--- config.mk ---
export PLATFORM = sky130hd
export DESIGN_NAME = pwm_shadow_gen
export DESIGN_NICKNAME = d
export VERILOG_FILES = /design/src/rtl/pwm_shadow_gen.sv
export SDC_FILE = /design/constraint.sdc
export NUM_CORES = 1
export LEC_CHECK = 0
export ABC_AREA = 0
export BUFFER_PORTS_ARGS = -buffer_cell sky130_fd_sc_hd__buf_2
export CAP_MARGIN = 25
export CORE_MARGIN = 5
export CORE_UTILIZATION = 40
export CTS_CLUSTER_SIZE = 30
export DETAILED_ROUTE_END_ITERATION = 10
export PLACE_DENSITY_LB_ADDON = 0.15
export SLEW_MARGIN = 15
export SYNTH_ARGS = -nofsm -noshare
export SYNTH_HDL_FRONTEND = slang
export SYNTH_SLANG_ARGS = --single-unit
--- constraint.sdc ---
create_clock -name clk -period 1.7 [get_ports clk]
set_input_delay 0.085 -clock clk [delete_from_list [all_inputs] [get_ports clk]]
set_output_delay 0.085 -clock clk [all_outputs]
set_load 0.01 [all_outputs]
--- src/rtl/pwm_shadow_gen.sv ---
`default_nettype none
// ============================================================================
// Module   : pwm_shadow_gen
// Brief    : PWM generator with a one-deep shadow duty register. New duty is
//            applied only on a period boundary or while disabled.
// Revision : 1.0
// ============================================================================
module pwm_shadow_gen #(
    parameter int WIDTH    = 8,
    parameter int PRESCALE = 1,
    parameter bit INVERT   = 1'b0
) (
    input  logic             clk,
    input  logic             rst_n,
    input  logic [WIDTH-1:0] duty_in,
    input  logic             duty_valid,
    output logic             duty_ready,
    input  logic             enable,
    output logic             pwm_out,
    output logic             period_start,
    output logic [WIDTH-1:0] active_duty
);

    localparam int               c_pre_w    = (PRESCALE > 1) ? $clog2(PRESCALE) : 1;
    localparam logic [c_pre_w-1:0] c_pre_last = c_pre_w'(PRESCALE - 1);
    localparam logic [WIDTH-1:0] c_max      = '1;
    localparam logic [WIDTH-1:0] c_last_cnt = c_max - WIDTH'(1);

    logic [c_pre_w-1:0] pre_cnt_q, pre_cnt_d;
    logic [WIDTH-1:0]   cnt_q, cnt_d;
    logic [WIDTH-1:0]   pending_q, pending_d;
    logic               pending_full_q, pending_full_d;
    logic [WIDTH-1:0]   active_duty_q, active_duty_d;
    logic               pwm_q, pwm_d;
    logic               period_start_q, period_start_d;

    logic w_tick;
    logic w_boundary;
    logic w_accept;

    assign w_tick     = enable && (pre_cnt_q == c_pre_last);
    assign w_boundary = w_tick && (cnt_q == c_last_cnt);
    assign w_accept   = duty_valid && !pending_full_q;

    always_comb begin
        pre_cnt_d      = pre_cnt_q;
        cnt_d          = cnt_q;
        pending_d      = pending_q;
        pending_full_d = pending_full_q;
        active_duty_d  = active_duty_q;

        if (!enable) begin
            pre_cnt_d = '0;
            cnt_d     = '0;
        end else begin
            pre_cnt_d = (pre_cnt_q == c_pre_last) ? '0 : pre_cnt_q + c_pre_w'(1);
            if (w_tick) begin
                cnt_d = (cnt_q == c_last_cnt) ? '0 : cnt_q + WIDTH'(1);
            end
        end

        // Accept only happens with the shadow empty, so a word taken on a
        // boundary cycle is never applied at that same boundary.
        if (w_accept) begin
            pending_d      = duty_in;
            pending_full_d = 1'b1;
        end else if (pending_full_q && (!enable || w_boundary)) begin
            active_duty_d  = pending_q;
            pending_full_d = 1'b0;
        end

        pwm_d          = (enable && (cnt_q < active_duty_q)) ^ INVERT;
        period_start_d = enable && (pre_cnt_q == '0) && (cnt_q == '0);
    end

    always_ff @(posedge clk or negedge rst_n) begin
        if (!rst_n) begin
            pre_cnt_q      <= '0;
            cnt_q          <= '0;
            pending_q      <= '0;
            pending_full_q <= 1'b0;
            active_duty_q  <= '0;
            pwm_q          <= INVERT;
            period_start_q <= 1'b0;
        end else begin
            pre_cnt_q      <= pre_cnt_d;
            cnt_q          <= cnt_d;
            pending_q      <= pending_d;
            pending_full_q <= pending_full_d;
            active_duty_q  <= active_duty_d;
            pwm_q          <= pwm_d;
            period_start_q <= period_start_d;
        end
    end

    assign duty_ready   = !pending_full_q;
    assign pwm_out      = pwm_q;
    assign period_start = period_start_q;
    assign active_duty  = active_duty_q;

endmodule
`default_nettype wire
== Word level (Yosys, flattened, before mapping) ==
Cells that the tools add are included.

* Order comparisons: 1
* Shift operators: 0
* $add $sub $neg: 2
* Multiplexer cells: 7
* Equality and inequality tests: 2
* Bitwise gates (word level): 2
* Divide/modulo/power cells: 0
* $mul: 0
* Reductions and logical operators: 12

{| class="wikitable"
|+ Operators by type and width
! operator !! number
|-
| 8-bit two-way mux || 3
|-
| 8-bit by 1-bit adder with 8-bit output (second input constant) || 1
|-
| 8-bit equality test (second input constant) || 1
|-
| 8-bit zero test || 1
|-
| 8-bit < comparator || 1
|-
| 1-bit logical AND || 6
|-
| 1-bit two-way mux || 4
|-
| 1-bit zero test || 2
|-
| 2-bit by 1-bit != test with 1-bit output (second input constant) || 1
|-
| 1-bit inverter || 2
|-
| 2-bit AND reduction || 1
|-
| 2-bit nonzero test || 1
|-
| 1-bit adder (second input constant) || 1
|-
| 1-bit logical OR || 1
|}

* Bits in read-only memories: 0
* Latch bits: 0
* RAM bits: 0
* Output and inout bits: 11
* Memories kept: 0
* Flip-flop bits (word level): 28
* Word-level logic and storage cells: 33
* Input port bits: 12

== Longest topological paths before layout ==
* Depth after elaboration: 7
* Gate-level depth with buffers: 5
* Depth with buffers taken out: 5

== Least setup slack after synthesis ==
Ideal clock, no wire load.

* Kind: register to register
* Start: reg cnt_q[0]
* End: reg active_duty_q[0], in the netlist active_duty[0]
* Slack: 0.119 ns
* Required time: 1.575 ns
* Stages on the path, launching flop included: 6
* Setup time: 0.125 ns
* Path buffers: 0
* Clock period less this slack: 1.581 ns
* Arrival: 1.456 ns
* Cell sequence: dfrtp_1 > inv_1 > ha_1 > nand4_4 > o22ai_4 > mux2_2

* Longest elaborated chain between the ends: 5

{| class="wikitable"
|+ RTL lines
! what !! RTL line !! text
|-
| from (decl) || 30 || <nowiki>logic [WIDTH-1:0] cnt_q, cnt_d;</nowiki>
|-
| from (signal assigned) || 87 || <nowiki>cnt_q <= cnt_d;</nowiki>
|-
| 8-bit equality test || 42 || <nowiki>assign w_boundary = w_tick && (cnt_q == c_last_cnt);</nowiki>
|-
| 1-bit logical AND || 42 ||
|-
| 1-bit logical OR || 67 || <nowiki>end else if (pending_full_q && (!enable || w_boundary)) begin</nowiki>
|-
| 1-bit logical AND || 67 ||
|-
| 2-bit AND reduction (no source line) || - ||
|-
| to (signal assigned) || 90 || <nowiki>active_duty_q <= active_duty_d;</nowiki>
|-
| to (decl) || 33 || <nowiki>logic [WIDTH-1:0] active_duty_q, active_duty_d;</nowiki>
|}

No other way between the ends.
A chain may end at the register's enable or synchronous reset.

== Worst setup path after layout ==
Same ends and word-level chain as after synthesis.

==> out/results.ini <==
[worst_setup_path]
arrival_ns=1.79
slowest_delay_ns=0.40
cp.buffers_inverters=1
worstPathCellList=inv_1 -> ha_1 -> nand4_4 -> o22ai_4 -> mux2_2
slowest_stage=dfrtp_1
critPathCaptureType=register
cp-start-kind=register
cp_max_fo=8
cp_top_family=flip-flops
crit_required_ns=1.94
crit_type=register to register

[power]
intPower_w=0.00115
sw_frac_of_total_pct=32.2
ir_worst_vdd_mv=0.600
p_per_area_mw_per_mm2=1010
power_frac_seq_pct=51.3
power.leakage_nw=0.791
p_total_w=0.00170
p_sw_w=0.000547
clock_power_share_pct=17.2
comb_power_share_pct=31.5

[logic_synthesis]
ys_seq_elements=27
synthFlopType=dfrtp_1
yosysUniqueCellTypes=35
seq_area_frac_synth_pct=50.1
synth-edff-count=0
synth_cells=113
synthTopCellsByArea=dfrtp_1 50%, mux2_2 13%, ha_1 9.3%
ys_warn_count=0
synth_area_leader_cell=dfrtp_1
synth_top_area_share_pct=50.1
syn_area_per_cell_sq_um=11.9
async_flop_share_pct=100
syn_nets=135
synth_area_sq_mm=0.00135

[global_route]
first_global_vias=1077
antenna_found_initial=0
grtUsageTotal_pct=14.1
grt_max_degree=28
grt_pass1_wl_microns=4900
overflow=0

[clocking]
insertion_delay_ns=0.33
clockBufferDepth=2
cts_tree=done
clk_pin_slew_ns=0.15
clock-sinks=27
cts.htree.levels=1
cts-root-buf=clkbuf_4
post_cts_buffers=0
numCtsBuffers=3

[route]
drt-total-wl_microns=2820
wl_per_cell_microns=14.2
num_vias=1014
drt_iter0_drc=21
first_pass_iters=3
drc=0
vias_per_cell=5.12
postRouteAntennaNets=0

[placed_design]
placed_area_sq_mm=0.00155
io_buffer_count=22
place_hpwl_microns=2070
dp.cells=185
routabilityCongestion=0.926

[floorplan]
start_util_pct=40.7
pin_count=23
rows=21
dieArea_sq_mm=0.00463
core_area_sq_mm=0.00331
die-height_microns=68.1
die_x_microns=68.1

[layout]
fin_cells=198
fin_nets=175
utilization_pct=50.6
multiInputGateArea_sq_um=618
register_area_sq_um=676
syn_to_final_growth_pct=24.2
fillers=325
post-route-cell-area_sq_mm=0.00168
antennaDiodeCount=0
drive_gt1_share_pct=33.6

[timing]
relSlewSlack_pct=59.1
rsz0062_at_grt=no
hold_violations=0
finalSetupViolations=0
finClkSkew_ns=0.00393
setup-tns-final_ns=0
tightest_slew_ns=0.613
final.min_clock_period_ns=1.55
slew_viol_final=0
finalCritPeriodShare_pct=91.3
fmax_mhz=644

[status]
status=completed

[run]
maxCapViolations=0

[min_path]
min_path_type=input pin to register

## cell usage after synthesis (2+ instances only)
| cell type | n |
|---|---|
| a21oi_1 | 4 |
| a31oi_1 | 3 |
| dfrtp_1 | 27 |
| ha_1 | 10 |
| inv_1 | 13 |
| mux2_2 | 16 |
| nand2_1 | 5 |
| nand2b_1 | 2 |
| nand3_1 | 2 |
| nor2_1 | 3 |
| nor2b_1 | 2 |
| o211ai_1 | 2 |
| o21ai_0 | 2 |
## sequential cells by signal (all words and copies together), names as in the netlist
name            flops
pending_q           8
pending_full_q      1
active_duty         8
period_start        1
pwm_out             1
cnt_q               8
## repair_timing
item | 4_1_cts | 5_1_grt
resized for setup | 0 | 2
hold buffers | 9 | 0
hold endpoints to repair | 35 | 0
endpoints found under the setup margin | 0 | 4
## routing by layer
layer / part of all wire (%) / global-route usage (%) / up-vias / wire length (microns)
met2: 50 / 24.8 / 16 / 1420
met4: 2.0 / 5.21 / 0 / 56
li1: - / - / 487 / -
met1: 44 / 17.4 / 507 / 1240
met3: 3.5 / 1.97 / 4 / 99
met5: 0 / 0 / - / 0
## layout by cell type (no fill, tap or decap), drive strengths merged, types with 3 or more instances in the layout
cell type and n:
buf 28, dfrtp 27, mux2 16, inv 13, ha 10, dlygate4sd3 9
nand2 5, a21oi 4, a31oi 3, nor2 3, clkbuf 3
## final timing paths
check / start / depth (start not counted) / slack, ns / endpoint
worst min-delay path: enable / 3 / 0.09 / cnt_q[6]$_DFF_PN0_
worst max-delay path: cnt_q[0]$_DFF_PN0_ / 5 / 0.15 / active_duty[0]$_DFFE_PN0P_
max in group asynchronous: rst_n / 2 / 1.03 / pending_q[6]$_DFFE_PN0P_
worst max register to register: cnt_q[0]$_DFF_PN0_ / 5 / 0.15 / active_duty[0]$_DFFE_PN0P_
min in group asynchronous: rst_n / 2 / 0.27 / active_duty[4]$_DFFE_PN0P_
worst min register to register: pending_q[5]$_DFFE_PN0P_ / 1 / 0.52 / active_duty[5]$_DFFE_PN0P_
## power groups by stage
| stage | logic, W | clock network [W] | registers [W] |
|---|---|---|---|
| 2_1_floorplan | 0.000274 | 0 | 0.000919 |
| 3_3_place_gp | 0.000513 | 0 | 0.000881 |
| 4_1_cts | 0.000544 | 0.000303 | 0.000877 |
| 5_1_grt | 0.000604 | 0.000325 | 0.000895 |
| 6_report | 0.000535 | 0.000292 | 0.000873 |
| 3_5_place_dp | 0.000519 | 0 | 0.000890 |
## final cells by class
class | count | area share (%)
timing repair buffer | 37 | 14.6
sequential | 27 | 40.3
clock buffer | 3 | 1.34
tap | 46 | 3.44
inverter | 13 | 2.91
multi-input combinational | 71 | 36.9
clock inverter | 1 | 0.448
## stage by stage
step / setup slack [ns] / hold slack, ns
after floorplan: 0.119 / -0.211
after global placement: 0.126 / 0.128
after detailed placement: 0.0824 / 0.132
after CTS: 0.102 / 0.0752
after global routing: 0.00892 / 0.0994
final: 0.148 / 0.0877
## kinds of logic after synthesis
| kind of cell | share of synthesized area [%] |
|---|---|
| and+or+nand+nor | 10.3 |
| muxes | 13.4 |
| xor gates and xnor gates | 0.649 |
| adders and majority gates | 9.28 |
| AOI/OAI and AO/OA | 11.8 |
| DFF | 50.1 |
| buffers and inverters | 4.55 |
## tightest hold or removal path, stage by stage
cell and delay (ns):
buf_2 0.16, nand2_1 0.08, o22ai_1 0.07
Power figures use the tool's default switching activity.
